File: config.mk
export PLATFORM = sky130hd
export DESIGN_NAME = elastic_register_pipeline
export DESIGN_NICKNAME = d
export VERILOG_FILES = /design/src/rtl/elastic_register_pipeline.sv
export SDC_FILE = /design/constraint.sdc
export NUM_CORES = 1
export LEC_CHECK = 0
export CAP_MARGIN = 20
export CORE_AREA = 2 2 39 41
export DETAILED_ROUTE_END_ITERATION = 8
export DIE_AREA = 0 0 41 43
export GPL_TIMING_DRIVEN = 0
export PLACE_DENSITY = 0.35
export SETUP_SLACK_MARGIN = 0.02
export SYNTH_ARGS = -nofsm -noshare
export SYNTH_HDL_FRONTEND = slang
export SYNTH_SLANG_ARGS = --single-unit
File: constraint.sdc
create_clock -name CLK -period 1.2 [get_ports CLK]
set_input_delay 0.36 -clock CLK [delete_from_list [all_inputs] [get_ports CLK]]
set_output_delay 0.36 -clock CLK [all_outputs]
set_load 0.01 [all_outputs]
File: src/rtl/elastic_register_pipeline.sv
// Valid/ready register pipeline with bubble collapsing: any empty stage accepts a word
// even while stages closer to the output are stalled by DOUT_READY.
module elastic_register_pipeline #(
  parameter int DATA_WIDTH = 1,
  parameter int NUM_STAGES = 1
) (
  input  logic                                  CLK,
  input  logic                                  RSTN,
  input  logic                                  DIN_VALID,
  output logic                                  DIN_READY,
  input  logic [DATA_WIDTH-1:0]                 DIN,
  output logic                                  DOUT_VALID,
  input  logic                                  DOUT_READY,
  output logic [DATA_WIDTH-1:0]                 DOUT,
  output logic [$clog2(NUM_STAGES+1)-1:0]       OCCUPANCY
);

  localparam int OCC_W = $clog2(NUM_STAGES+1);

  logic                  r_vld [NUM_STAGES];
  logic [DATA_WIDTH-1:0] r_dat [NUM_STAGES];
  logic [NUM_STAGES-1:0] w_adv;
  logic [OCC_W-1:0]      r_occ;
  logic                  w_acc;
  logic                  w_dlv;

  // A stage advances unless it and every stage after it are full and the consumer stalls.
  always_comb begin : ready_chain
    logic v_full;
    v_full = 1'b1;
    w_adv  = '0;
    for (int i = NUM_STAGES - 1; i >= 0; i--) begin
      v_full   = v_full & r_vld[i];
      w_adv[i] = DOUT_READY | ~v_full;
    end
  end

  for (genvar g = 0; g < NUM_STAGES; g++) begin : g_stage
    logic                  w_in_vld;
    logic [DATA_WIDTH-1:0] w_in_dat;

    if (g == 0) begin : g_head
      assign w_in_vld = DIN_VALID;
      assign w_in_dat = DIN;
    end else begin : g_body
      assign w_in_vld = r_vld[g-1];
      assign w_in_dat = r_dat[g-1];
    end

    // Data only loads with a valid word so idle cycles leave the payload untouched.
    always_ff @(posedge CLK or negedge RSTN) begin
      if (!RSTN) begin
        r_vld[g] <= 1'b0;
        r_dat[g] <= '0;
      end else if (w_adv[g]) begin
        r_vld[g] <= w_in_vld;
        if (w_in_vld) begin
          r_dat[g] <= w_in_dat;
        end
      end
    end
  end

  assign w_acc = DIN_VALID & w_adv[0];
  assign w_dlv = r_vld[NUM_STAGES-1] & DOUT_READY;

  always_ff @(posedge CLK or negedge RSTN) begin
    if (!RSTN) begin
      r_occ <= '0;
    end else begin
      case ({w_acc, w_dlv})
        2'b10:   r_occ <= r_occ + OCC_W'(1);
        2'b01:   r_occ <= r_occ - OCC_W'(1);
        default: r_occ <= r_occ;
      endcase
    end
  end

  assign DIN_READY  = w_adv[0];
  assign DOUT_VALID = r_vld[NUM_STAGES-1];
  assign DOUT       = r_dat[NUM_STAGES-1];
  assign OCCUPANCY  = r_occ;

endmodule

==> Implementation_results.wiki <==
{| class="wikitable"
! Metric !! Value
|-
| Result of the run || finished with violations
|-
| Violated checks || negative setup slack
|-
| Fin. Hold Viols || 0
|-
| Type of destination of the critical path || primary output
|-
| Clock transition at the registers of the reported paths || 0.04 ns
|-
| Post-route setup TNS || -0.04101 ns
|-
| Total setup violations reported at the end of the flow || 1
|-
| Aggregate global-route resource usage || 6.137%
|-
| Maximum clock skew at final layout || 0.001679 ns
|-
| Hold buffers post-CTS || 0
|-
| Switching power total || 0.0001176 W
|-
| TritonCTS sink count || 3
|-
| Area Growth Syn to Fin || 104.5%
|-
| Min setup slack post-route || -0.04101 ns
|-
| First-pass GRT wire length || 593 um
|-
| Number of cells produced by synthesis || 11
|-
| Highest clock frequency the design can meet || 805.8 MHz
|-
| Final design instance area without fill || 284.0 um2
|-
| Worst IR Drop VDD || 0.0002946 V
|-
| Initial antenna violation count || 0
|-
| End of the worst register-to-register path || DOUT
|-
| Count of H-tree levels built during CTS || 1
|-
| Number of flip-flops and latches in the synthesized netlist || 3
|-
| # nets final || 33
|-
| Arrival time at the worst endpoint || 0.88 ns
|-
| Required time of the critical path || 0.84 ns
|-
| Sequential cell area fraction in the yosys report || 54.05%
|-
| Rel. slew slack || 90.72%
|-
| Clock latency on the worst-skew pair || 0.23 ns
|-
| Total power || 0.0004506 W
|-
| Startpoint type of the worst setup path || flop
|-
| Leakage component of the power || 0.1399 nW
|-
| Number of input and output port buffers inserted || 8
|-
| Total placed instance area || 239.0 um2
|-
| TritonCTS clock tree || done
|-
| Via/cell ratio || 3.070
|-
| Pin count of the biggest net entering global routing || 4
|-
| Die extent in x || 41 um
|-
| Most frequent cells in the layout || 3 x dfrtp_1, 3 x clkbuf_4, 3 x clkdlybuf4s50_1, 3 x buf_2, 3 x buf_4
|-
| Mean instance size in the synthesized netlist || 12.63 um2
|-
| Die Span Y || 43 um
|-
| Vias || 132
|-
| Period Utilization, post-route || 103.4%
|-
| Syn nets || 16
|-
| Initial DRT Pass Iterations || 2
|-
| Row count || 14
|-
| Number of global-route vias before repair || 142
|-
| Worst hold-check path type || input pin to async pin
|-
| Layout cells sized above 1 || 51.85%
|-
| Clock network fraction of total power || 39.0%
|-
| Beginning of the worst register-to-register path || DOUT_VALID
|-
| Number of max-cap violations || 0
|-
| Clk buf depth || 2
|-
| Total die area || 1763 um2
|-
| Number of top-level pins || 9
|-
| Leftover overflow at the end of global routing || 0
|-
| Total core area || 1384 um2
|-
| Initial core utilization || 10.04%
|-
| Combinational group share of total power || 30.3%
|-
| Gpl congestion || 0.5164
|-
| Diode insertion count for antenna repair || 0
|-
| Clock period minus final worst setup slack || 1.241 ns
|-
| Worst setup slack for register-to-register paths || 0.08 ns
|-
| P_int || 0.0003331 W
|-
| Yosys top cell by area || dfrtp_1
|-
| Power density over cell area || 1587 nW/um2
|-
| Remaining number of nets flagged by the antenna check after routing || 0
|-
| Actual transition at the worst max-transition pin || 0.1382 ns
|-
| Number of cells on the worst reg-to-reg path || 5
|-
| Area share of the largest cell type after synthesis || 54.05%
|-
| Number of CTS-inserted buffers || 3
|-
| Number of violations reported at the end of detailed-routing iteration 0 || 1
|-
| Total wirelength of the detailed-routed design || 339 um
|-
| DRC || 0
|-
| Sequential fraction of design power || 30.7%
|-
| Unrepaired setup endpoints after global routing || yes
|-
| Area contributors post-synth || dfrtp_1 54%, mux2_4 11%, nand2b_4 9.9%
|-
| Worst slack at placement || -0.6689 ns
|-
| Total of warnings raised by yosys || 0
|-
| Max Slew Vio Count || 0
|-
| Highest fanout seen on the critical path || 2
|-
| Setup Crit Path Kind || flop to primary output
|-
| Number of library cell types mapped by synthesis || 9
|-
| Root cell of the clock tree || clkbuf_4
|-
| Synthesized area || 138.9 um2
|-
| Switching power share of the total || 26.09%
|-
| Average wire per standard cell || 7.884 um
|}
[Yosys cell counts]
library cell	count
xor2_1	1
nand2_2	1
o21ai_0	1
nand2b_4	1
nand3b_1	1
nand2_1	1
inv_1	1
mux2_4	1
dfrtp_1	3
[registers in the layout, indices dropped and copies added (netlist names)]
name and cells:
DOUT 1, DOUT_VALID 1, OCCUPANCY 1
[what timing repair did]
| item | CTS | global route |
|---|---|---|
| setup buffers | 4 | 0 |
| setup endpoints to repair | 5 | 2 |
| gates resized for setup | 19 | 1 |
[power by group through the flow]
| stage | Combinational [W] | Clock (W) | Sequential (W) |
|---|---|---|---|
| finish | 0.000136 | 0.000176 | 0.000138 |
| global route | 0.000151 | 0.000206 | 0.000142 |
| CTS | 0.000138 | 0.000187 | 0.000138 |
| detailed placement | 0.000118 | 0 | 0.000149 |
| global placement | 0.000116 | 0 | 0.000146 |
| floorplan | 0.0000316 | 0 | 0.000157 |
[critical path: stages, from the launching register on]
cell      delay (ns)
dfrtp_1         0.37
buf_6           0.13
nand2b_4        0.06
buf_6           0.09
[per-stage QoR]
step	hold WS [ns]	utilization, %	instances
after floorplan	0.06441	-	11
after global placement	0.4575	17.27	35
final	0.3076	20.52	43
after CTS	0.3017	20.52	43
after global routing	0.2978	20.52	43
after detailed placement	0.4812	17.27	35
[cell type report]
| cell class | count | area, um2 |
|---|---|---|
| clock buffer | 4 | 26.28 |
| fill | 150 | 1100 |
| inverter | 1 | 3.754 |
| multi-input combinational | 7 | 60.06 |
| sequential | 3 | 75.07 |
| tap | 16 | 20.02 |
| timing repair buffer | 12 | 98.84 |
[logic make-up after synthesis]
kind of cell	Yosys count	share of synthesized area [%]
buffers and inverters	1	2.700
and+or+nand+nor	4	22.52
AOI/OAI and AO/OA	1	3.600
xor gates and xnor gates	1	6.307
DFF	3	54.05
muxes	1	10.81
[worst max-delay path by stage]
| stage | from | endpoint | cells after the start |
|---|---|---|---|
| final | DOUT_VALID | DIN_READY | 3 |
| after detailed placement | DOUT_READY | DIN_READY | 3 |
| after global routing | DOUT_VALID | DIN_READY | 3 |
| after CTS | DOUT_VALID | DIN_READY | 3 |
| after floorplan | DOUT_VALID | DOUT | 3 |
| after global placement | DOUT_READY | DIN_READY | 3 |
[routing by layer]
metal  wire [um]  part of all wire [%]  vias to the layer above  global-route usage [%]
met1         132                    39                       56                   5.825
met3          69                    20                        0                   5.236
met4           0                     0                        0                   8.000
met2         137                    40                        9                   6.563
li1            -                     -                       67                       -
met5           0                     0                        -                       0
No activity file was read; power rests on OpenSTA's default activity.
